===== config.mk =====
export PLATFORM = sky130hd
export DESIGN_NAME = serial_add_seq
export DESIGN_NICKNAME = d
export VERILOG_FILES = /design/src/rtl/serial_add_seq.sv
export SDC_FILE = /design/constraint.sdc
export NUM_CORES = 1
export LEC_CHECK = 0
export ABC_AREA = 1
export CORE_MARGIN = 1.5
export CORE_UTILIZATION = 30
export CTS_CLUSTER_DIAMETER = 200
export CTS_CLUSTER_SIZE = 14
export DETAILED_ROUTE_END_ITERATION = 7
export MAX_ROUTING_LAYER = met4
export PLACE_DENSITY_LB_ADDON = 0.25
export SKIP_CTS_REPAIR_TIMING = 1
export SYNTH_ARGS = -nofsm -noshare
export SYNTH_HDL_FRONTEND = slang
export SYNTH_SLANG_ARGS = --single-unit

===== constraint.sdc =====
create_clock -name clk -period 1.7 [get_ports clk]
set_clock_uncertainty 0.15 [all_clocks]
set_input_delay 0.51 -clock clk [delete_from_list [all_inputs] [get_ports clk]]
set_output_delay 0.51 -clock clk [all_outputs]
set_load 0.03 [all_outputs]

===== src/rtl/serial_add_seq.sv =====
// serial_add_seq: bit-serial adder sequencer.
// Feeds operand bits LSB-first to an external 1-bit full-adder stage and
// collects the returned sum bits into the result register.
//
// state | meaning
// ------+---------------------------------------------------------
// IDLE  | waiting for an operand pair; adder inputs held at 0
// SHIFT | one bit per cycle through the external adder stage
// DONE  | result/cout valid, held until the consumer takes them
module serial_add_seq #(
    parameter int WIDTH = 8
) (
    input  logic             clk,
    input  logic             rst,
    input  logic             in_valid,
    output logic             in_ready,
    input  logic [WIDTH-1:0] op_a,
    input  logic [WIDTH-1:0] op_b,
    input  logic             cin,
    output logic             add_a,
    output logic             add_b,
    output logic             add_ci,
    input  logic             add_sum,
    input  logic             add_co,
    output logic             out_valid,
    input  logic             out_ready,
    output logic [WIDTH-1:0] result,
    output logic             cout,
    output logic             busy
);

    localparam int CW = $clog2(WIDTH + 1);
    localparam logic [CW-1:0] LAST_BIT = CW'(WIDTH - 1);

    typedef enum logic [1:0] {
        IDLE  = 2'd0,
        SHIFT = 2'd1,
        DONE  = 2'd2
    } state_t;

    state_t           state;
    state_t           state_nxt;
    logic [WIDTH-1:0] a_sh;
    logic [WIDTH-1:0] b_sh;
    logic [WIDTH-1:0] res_q;
    logic             carry_q;
    logic             cout_q;
    logic [CW-1:0]    cnt_q;
    logic             accept;
    logic             last_bit;

    assign accept   = in_valid & in_ready;
    assign last_bit = (cnt_q == LAST_BIT);

    // The shift registers drain to zero and the carry is cleared on the last
    // bit, so the adder inputs are pure register outputs and are already 0
    // whenever the block is not shifting.
    assign add_a  = a_sh[0];
    assign add_b  = b_sh[0];
    assign add_ci = carry_q;
    assign result = res_q;
    assign cout   = cout_q;

    // State register.
    always_ff @(posedge clk or posedge rst) begin
        if (rst) begin
            state <= IDLE;
        end else begin
            state <= state_nxt;
        end
    end

    // Next-state decode.
    always_comb begin
        state_nxt = state;
        case (state)
            IDLE: begin
                if (accept) state_nxt = SHIFT;
            end
            SHIFT: begin
                if (last_bit) state_nxt = DONE;
            end
            DONE: begin
                if (out_ready) state_nxt = accept ? SHIFT : IDLE;
            end
            default: state_nxt = IDLE;
        endcase
    end

    // Handshake and status outputs decoded from the current state.
    always_comb begin
        in_ready  = 1'b0;
        out_valid = 1'b0;
        busy      = 1'b0;
        case (state)
            IDLE:    in_ready = 1'b1;
            SHIFT:   busy = 1'b1;
            DONE: begin
                out_valid = 1'b1;
                in_ready  = out_ready;
            end
            default: in_ready = 1'b0;
        endcase
    end

    // Datapath: load on accept, otherwise shift one bit per SHIFT cycle.
    always_ff @(posedge clk or posedge rst) begin
        if (rst) begin
            a_sh    <= '0;
            b_sh    <= '0;
            res_q   <= '0;
            carry_q <= 1'b0;
            cout_q  <= 1'b0;
            cnt_q   <= '0;
        end else if (accept) begin
            a_sh    <= op_a;
            b_sh    <= op_b;
            res_q   <= '0;
            carry_q <= cin;
            cout_q  <= 1'b0;
            cnt_q   <= '0;
        end else if (state == SHIFT) begin
            a_sh    <= a_sh >> 1;
            b_sh    <= b_sh >> 1;
            res_q   <= {add_sum, res_q[WIDTH-1:1]};
            carry_q <= last_bit ? 1'b0 : add_co;
            cnt_q   <= cnt_q + CW'(1);
            if (last_bit) cout_q <= add_co;
        end
    end

endmodule


Word level (Yosys, flattened, before mapping)
Index checks and enable logic that the tools add are counted.

cells by class
  reductions and logical operators = 5
  muxes and demuxes = 22
  eq/ne operators = 6
  add/subtract/negate cells = 1
  bitwise logic cells = 1

operators with widths
  kind                 count
  $mux 8               6
  $mux 1               9
  $mux 4               2
  $mux 2               3
  $ne 2x2->1 const B   3
  $pmux 2 s3           1
  $add 4x1->4 const B  1
  $eq 4x3->1 const B   1
  $reduce_bool 2->1    2
  $reduce_and 3->1     1
  $eq 2x1->1 const B   1
  $eq 2x2->1 const B   1
  $logic_not 2->1      1
  $pmux 1 s2           1
  $reduce_and 2->1     1
  $and 1x1->1          1

storage, ports and cells
  register bits after elaboration = 32
  output and inout port bits = 15
  bits of input ports = 23
  logic and storage cells = 42

Depth between registers and ports, before layout
Gate-level depths: netlist of the first run.

  word-level depth = 6
  gate-level depth with buffers = 8
  gate-level depth less buffers = 7

Worst setup path after synthesis of the first run
OpenSTA, ideal clock, no wires.

  path type = input -> output
  from = input out_ready
  to = output in_ready
  required time = 1.040 ns
  stages on the path = 2
  path buffers = 0
  path slack = 0.098 ns
  arrival = 0.942 ns
  cells stage by stage = nor2_1 > nor2_1

on the way
  word-level cells in the longest chain between the ends = 1

ends and longest elaborated chain
  item                RTL line  RTL
  start: declaration  26        input logic out_ready,
  $pmux 1 s2          95        case (state)
  end: declaration    16        output logic in_ready,

Every way passes these cells.

Final worst setup path of the first run
  from = register state[1]
  to = output in_ready

on the way
  word-level cells in the longest chain between the ends = 2
  elaborated cells between the ends (all ways) = 3
  classes of those cells = eq/ne: 1; mux: 1; reduce/logical: 1

ends and longest elaborated chain
  item                                           RTL line  RTL
  start: declaration                             41        state_t state;
  start signal: assignment                       69        state <= state_nxt;
  $eq 2x2->1 or $logic_not 2->1 (tied branches)  95
  $pmux 1 s2 *                                   95

Mark *: on every way between the ends. The rest lies on a longest branch, timed or not.

==> results of run 1 <==
==> sequential cells by signal, indices dropped and copies added, names as in the netlist <==
register,cells
a_sh,8
b_sh,8
result,8
cnt_q,4
state,2
add_ci,1
cout,1
==> synth_stat cells <==
cell	instances	area (um2)
sky130_fd_sc_hd__a21oi_1	1	5.00
sky130_fd_sc_hd__ha_1	1	12.5
sky130_fd_sc_hd__a21oi_2	1	8.76
sky130_fd_sc_hd__dfrtp_1	32	801
sky130_fd_sc_hd__nand2_1	68	255
sky130_fd_sc_hd__inv_2	2	7.51
sky130_fd_sc_hd__buf_2	4	20.0
sky130_fd_sc_hd__nand2_4	1	11.3
sky130_fd_sc_hd__inv_6	1	8.76
sky130_fd_sc_hd__xor2_1	1	8.76
sky130_fd_sc_hd__nor2_1	9	33.8
sky130_fd_sc_hd__buf_6	2	22.5
sky130_fd_sc_hd__buf_8	1	15.0
sky130_fd_sc_hd__o21ai_0	4	20.0
sky130_fd_sc_hd__o21ai_1	3	15.0
sky130_fd_sc_hd__buf_4	2	15.0
sky130_fd_sc_hd__nand3_1	34	170
sky130_fd_sc_hd__inv_1	15	56.3
sky130_fd_sc_hd__nand3_2	2	20.0
==> cell type report <==
class	instances	area (um2)
Sequential cell	32	802
Clock buffer	5	68.8
Timing Repair Buffer	49	479
Clock inverter	3	42.5
Fill cell	503	2670
Tap cell	67	83.8
Multi-Input combinational cell	125	563
Inverter	18	72.6
==> report_power, final <==
part / leakage, nW / internal, mW / switching [mW]
clock network: 0.0541 / 0.433 / 0.284
logic: 0.682 / 0.716 / 1.06
registers: 0.410 / 1.10 / 0.204
total: 1.15 / 2.25 / 1.54
==> critical path: stages, from the launching register on <==
cell and delay (ps):
sky130_fd_sc_hd__dfrtp_1 390, sky130_fd_sc_hd__inv_2 90, sky130_fd_sc_hd__nor2_2 40, sky130_fd_sc_hd__nor2_1 90, sky130_fd_sc_hd__buf_4 160
==> logic make-up after synthesis <==
| logic type | synth area share, % |
|---|---|
| buf+inv | 9.63 |
| fa+ha+maj | 0.830 |
| compound gates | 3.24 |
| flops | 53.2 |
| simple gates | 32.6 |
| xor+xnor | 0.582 |
==> path summary, 6_finish.rpt <==
| path | start | endpoint | cells after the start |
|---|---|---|---|
| setup / recovery | state[1]$_DFFE_PP0P_ | in_ready | 4 |
| hold / removal | a_sh[3]$_DFFE_PP0P_ | a_sh[2]$_DFFE_PP0P_ | 2 |
| setup reg to reg | state[0]$_DFFE_PP0P_ | result[5]$_DFFE_PP0P_ | 8 |
| hold reg to reg | a_sh[3]$_DFFE_PP0P_ | a_sh[2]$_DFFE_PP0P_ | 2 |
| max in group asynchronous | rst | state[0]$_DFFE_PP0P_ | 3 |
| min in group asynchronous | rst | state[1]$_DFFE_PP0P_ | 3 |
==> layer usage <==
layer | vias to the layer above | share of wire (%) | GRT usage (%)
met4 | 0 | 0.89 | 6.17
li1 | 665 | - | -
met5 | - | 0 | -
met3 | 2 | 6.2 | 3.98
met1 | 599 | 47 | 17.8
met2 | 31 | 46 | 19.7
==> stage by stage <==
stage          power (mW)  setup TNS [ps]  hold WS, ps
2_1_floorplan        2.53               0          316
3_3_place_gp         3.04           -4570          320
3_5_place_dp         3.06           -4810          329
4_1_cts              3.79           -1680          339
5_1_grt              4.10           -89.2          360
6_report             3.79           -7.12          335
==> impl.org, run 1 <==
** Clocking
- The cell sitting at the root of the clock tree is a sky130_fd_sc_hd__clkbuf_8.
- The number of clock buffers added by TritonCTS is 5.
- Clock-pin slew was measured on the worst setup and hold paths at 70 ps.
- Clock Path Buffers :: 2
- The clock reaches the later pin of the worst-skew pair after 280 ps.
- The H-tree was split into 2 levels.
- TritonCTS built the clock tree.
- The clock drives 32 sinks.

** Yosys
- After synthesis, the netlist uses 19 different library cells.
- Cell area after synthesis :: 0.00151 mm2
- The cell count after synthesis came out at 184.
- Number of warnings printed during yosys synthesis :: 0
- Number of synthesized register bits :: 32
- Seq/Total Area, Yosys :: 53.2%
- Synth Area per Inst :: 8.19 um2
- The number of nets handed over by synthesis was 208.

** Power
- In this run the power density over the cells is 1790 mW/mm2.
- Leakage power :: 1.15 nW
- IR analysis of the VDD net gives a maximum drop of 1030 uV.

** Global routing
- The number of antenna violations at the first check in global routing came to 0.
- Wire length of the first global-routing pass :: 5.49 mm
- The number of global-route vias before repair was 1,203.
- Overall overflow remaining after global route :: 0
- Overall global routing resource usage :: 13.7%
- Maximum number of pins on one net before global-route repair :: 33

** Min path
- Worst min path class :: reg -> reg

** Floorplanning
- The floorplan step defined a die boundary enclosing 0.00546 mm2.
- Floorplan die width :: 73.9 um
- Starting utilization of the core area :: 31.5%
- I/O pin cnt :: 38
- Die H :: 73.9 um
- Placement Rows :: 25
- Floorplan Core Area :: 0.00479 mm2

** STA
- The final count of pins violating max slew came to 0.
- For the pin with the worst max-slew slack, the measured transition is 328 ps.
- Max Clk Rate :: 0.586 GHz
- RSZ-0062 raised after global routing :: true
- In the post-route analysis, the smallest setup slack over all paths is -7.12 ps.
- Setup violations remaining at the end of the flow were counted as 1.
- Slew HR :: 78.1%
- Post-route minimum period :: 1710 ps
- Final worst path period share :: 100%
- The total count of hold-check failures in the final report was 0.

** Setup path
- The critical path is of the reg -> out type.
- Data on the critical path is required at its endpoint by 1040 ps.
- The worst setup path is captured at a primary output.
- STA classifies the critical path startpoint as a flip-flop.
- Slack of the worst reg-to-reg path :: 240 ps
- CP max FO :: 3
- STA puts the critical path data arrival time at 1050 ps.

** Finish
- Cells with a size suffix above 1 make up 17.2% of the layout.
- Finished Core Util :: 44.1%
- 0 antenna diodes ended up in the layout.
- The top cell types in the final layout, fill and taps aside, are 68 x sky130_fd_sc_hd__nand2_1, 34 x sky130_fd_sc_hd__nand3_1, 31 x sky130_fd_sc_hd__dfrtp_1, 21 x sky130_fd_sc_hd__clkdlybuf4s50_1, 19 x sky130_fd_sc_hd__buf_4.
- The finished layout holds 299 standard cells, fillers aside.
- Relative to the synthesized area, the layout overhead comes to 40.2%.
- The library cell used most frequently in the layout, excluding fill and tap cells, is sky130_fd_sc_hd__nand2_1.
- Post-layout instance area :: 0.00211 mm2
- At the end of the flow, the number of nets in the layout was 255.

** Routing
- Residual DRC count :: 0
- Average wire per standard cell :: 10.9 um
- First-pass DRT Iterations :: 4
- Summing over every cut layer, the via total after detailed routing is 1,297.
- Detailed-route wire length :: 3.26 mm
- The count of nets left with antenna violations once routing finished came out at 0.
- DRT iter0 DRCs :: 58
- Dividing the detail-routed via count by the number of cells gives 4.34.

** Place
- Port Buffer Count :: 37
- Half-perimeter wire length after detailed placement :: 2.16 mm
- Counting tap cells, the placed design contains a total of 288 instances.
- Placer's final routability congestion estimate :: 0.718
- The placed instances occupy a cell area of 0.00196 mm2.
- OpenSTA, run right after detailed placement, puts the worst setup slack at -240 ps.

** Flow run
- Max_cap viols :: 0

** Run status
- Violated checks :: negative setup slack
- Outcome :: complete, but fails checks
(Power assumes the default switching activity.)
==> inputs of run 2 (changes only) <==
--- a/config.mk
+++ b/config.mk
@@ -13,6 +13,7 @@
 export DETAILED_ROUTE_END_ITERATION = 7
 export MAX_ROUTING_LAYER = met4
 export PLACE_DENSITY_LB_ADDON = 0.25
+export REMOVE_ABC_BUFFERS = 1
 export SKIP_CTS_REPAIR_TIMING = 1
 export SYNTH_ARGS = -nofsm -noshare
 export SYNTH_HDL_FRONTEND = slang
==> run 2 against run 1 <==
The run still ends with negative setup slack left. Total power fell by 3.7%. Non-clock buffer count is 3 lower. Register-to-register slack gained 70 ps. Sequential cell count is the same. Clock power decreased by 17%. Die area is the same. Critical path type unchanged. Critical endpoint unchanged. Largest cell class unchanged.
==> impl.org, run 2 (synthesis results as in run 1) <==
** Setup path
- Slack of the worst reg-to-reg path :: 310 ps (+70 ps)
- The endpoint identified for the worst register-to-register timing path is cout$_DFFE_PP0P_.
- The maximum net fanout on the critical path was 3 (unchanged).
- Worst Path Class, Setup :: reg -> out
- Cell type group with the largest total delay on the critical path :: flip-flops
- The peak per-stage delay on the critical path was 380 ps (about the same).
- The number of buffers and inverters on the critical path was 2 (unchanged).
- On the critical path, the stage with the largest delay is an instance of sky130_fd_sc_hd__dfrtp_1.
- Cells along the critical path :: inv_2 -> nor2_2 -> nor2_1 -> buf_4
- Category of the worst setup path capture point :: primary output
- Signal arrival time at the worst endpoint :: 1050 ps (about the same)
- The cell count of the worst reg-to-reg path was 7 (-1).
- Critical path required time :: 1040 ps (about the same)
- In this run the critical register-to-register path is launched from state[1]$_DFFE_PP0P_.
- Startpoint type of the worst setup path :: flip-flop

** Routing
- The total via count in the routed design is 1,275 (-1.7%).
- The final antenna-violating net count was 0 (unchanged).
- The iteration count of the initial detailed-routing pass came to 4 (unchanged).
- The average wire per cell in the routed design was 10.7 um (-2.1%).
- Residual DRC count :: 0 (unchanged)
- The total wirelength of the detailed-routed design came to 3.16 mm (-3.1%).
- The violation count after the first detailed-routing iteration was 51 (-12%).
- The routed via count divided by cell count is 4.31 (-0.70%).

** Min path
- Number of instances on the worst hold path :: 2 (unchanged)
- The worst hold path begins at a_sh[4]$_DFFE_PP0P_.
- Hold-critical path endpoint :: a_sh[3]$_DFFE_PP0P_
- The worst hold path belongs to the class reg -> reg.

** Place
- Half-perimeter wire length after detailed placement :: 2.16 mm (about the same)
- Port Buffer Count :: 37 (unchanged)
- The final RePlAce weighted congestion came to 0.756 (+5.4%).
- Pre-CTS setup slack :: -234 ps (+6.84 ps)

** STA
- Max-slew violation total from the final report :: 0 (unchanged)
- The highest achievable clock rate was 0.585 GHz (about the same).
- Total of endpoints with negative setup slack in the final report :: 1 (unchanged)
- Post-route minimum period :: 1710 ps (+1.30 ps)
- Setup repair after global routing could not meet its margin everywhere.
- Slew HR :: 78.3% (+0.14 points)
- Final worst path period share :: 100% (about the same)
- The slack of the critical path came to -8.42 ps (-1.30 ps).
- The total count of hold-check failures in the final report came to 0 (unchanged).
- The transition time of the tightest slew-check pin was 325 ps (-2.57 ps).

** Clocking
- Clock tree root buffer cell :: sky130_fd_sc_hd__clkbuf_8
- The number of CTS-inserted buffers is 5 (unchanged).
- Insertion delay of the later-clocked pin in the worst-skew pair :: 280 ps (about the same)
- The clock input transition at the sequential cells of the worst setup and hold paths was 60 ps (about the same).
- H-tree Lvls :: 2 (unchanged)
- The buffer levels on the longest clock path came to 2 (unchanged).
- Sinks on Clock Net :: 32 (unchanged)
- TritonCTS built the clock tree.

** Floorplanning
- Floorplan die width :: 73.9 um (unchanged)
- The die height was 73.9 um (unchanged).
- Placement Rows :: 25 (unchanged)
- Die area :: 0.00546 mm2 (unchanged)
- The core box area is 0.00479 mm2 (unchanged).
- The I/O pin total came to 38 (unchanged).
- The starting utilization of the core area came to 31.5% (unchanged).

** Global routing
- Wire length of the first global-routing pass :: 5.66 mm (+3.2%)
- The remaining global-route overflow came to 0 (unchanged).
- Overall global routing resource usage :: 14.1% (+0.39 points)
- Via count of the first global-routing pass :: 1,288 (+7.1%)
- Antenna violations before repair :: 0 (unchanged)
- The maximum number of pins on one net before global-route repair came to 33 (unchanged).

** Power
- Share of total power in combinational logic :: 48.0% (+1.2 points)
- The power per standard cell area was 1750 mW/mm2 (-2.3%).
- The share of power burned in the clock network came to 16.4% (-2.5 points).
- Switching power total :: 1.52 mW (-1.3%)
- Int Power :: 2.12 mW (-5.4%)
- Leakage power :: 1.12 nW (-2.0%)
- Switching Fraction :: 41.8% (+1.0 points)
- Worst vdd ir :: 958 uV (-6.9%)
- Reg power frac :: 35.6% (+1.3 points)
- Tot Pwr :: 3.65 mW (-3.7%)

** Flow run
- Max_cap viols :: 0 (unchanged)

** Finish
- NumNets Final :: 252 (-1.2%)
- In the layout the commonest cells are 68 x sky130_fd_sc_hd__nand2_1, 34 x sky130_fd_sc_hd__nand3_1, 31 x sky130_fd_sc_hd__dfrtp_1, 21 x sky130_fd_sc_hd__clkdlybuf4s50_1, 15 x sky130_fd_sc_hd__buf_4.
- Finished Core Util :: 43.5% (-0.65 points)
- The number of fill cells in the layout was 504 (+0.20%).
- Share of post-route cells with drive strength above 1 :: 15.3% (-2.0 points)
- The final antenna diode count came to 0 (unchanged).
- The library cell used most frequently in the layout, excluding fill and tap cells, is sky130_fd_sc_hd__nand2_1.
- P&R area growth vs syn :: 38.1%

** Run status
- Outcome :: complete, but fails checks
- Violated checks :: negative setup slack
run 2: tightest hold or removal path: cells and delay by family (launching register included):
family,cells,cell delay [ps]
and+or+nand+nor,2,110
DFF,1,340
run 2: worst max path at each step:
stage | slack (ps) | startpoint | depth (start not counted) | to
CTS | -270 | result[7]$_DFFE_PP0P_ | 1 | result[7]
global route | -90 | state[1]$_DFFE_PP0P_ | 4 | in_ready
finish | -8 | state[1]$_DFFE_PP0P_ | 4 | in_ready
floorplan | 60 | out_ready | 6 | add_ci$_DFFE_PP0P_
global placement | -230 | out_ready | 4 | in_ready
detailed placement | -230 | out_ready | 4 | in_ready
run 2: final cells by class:
cell class / instances / area [um2] / area share, %
clock buffer: 8 / 90.1 / 4.33
inverter: 18 / 72.6 / 3.49
multi-input combinational: 125 / 563 / 27.1
sequential: 32 / 802 / 38.5
tap: 67 / 83.8 / 4.03
timing repair buffer: 46 / 469 / 22.5
run 2: metal layers:
layer	routed length [um]	share of wire, %	up-vias	track usage (%)
li1	-	-	666	-
met1	1640	52	569	18.5
met2	1260	40	34	20.1
met3	202	6.4	6	4.53
met4	58	1.8	0	5.56
met5	0	0	-	-
run 2: power by group through the flow:
stage | Sequential, mW | Combinational, mW | Clock [mW]
2_1_floorplan | 1.52 | 0.861 | 0
3_3_place_gp | 1.31 | 1.74 | 0
3_5_place_dp | 1.31 | 1.77 | 0
4_1_cts | 1.30 | 1.78 | 0.621
5_1_grt | 1.35 | 1.99 | 0.657
6_report | 1.30 | 1.75 | 0.599
run 2: stage by stage:
stage,hold WS [ps],setup TNS (ps),cell area [um2],cells
after detailed placement,333,-3890,1970,288
after floorplan,316,0,1430,175
after global routing,360,-128,2080,296
after global placement,320,-3420,1970,288
final,342,-8.42,2080,296
after CTS,347,-1630,2060,296
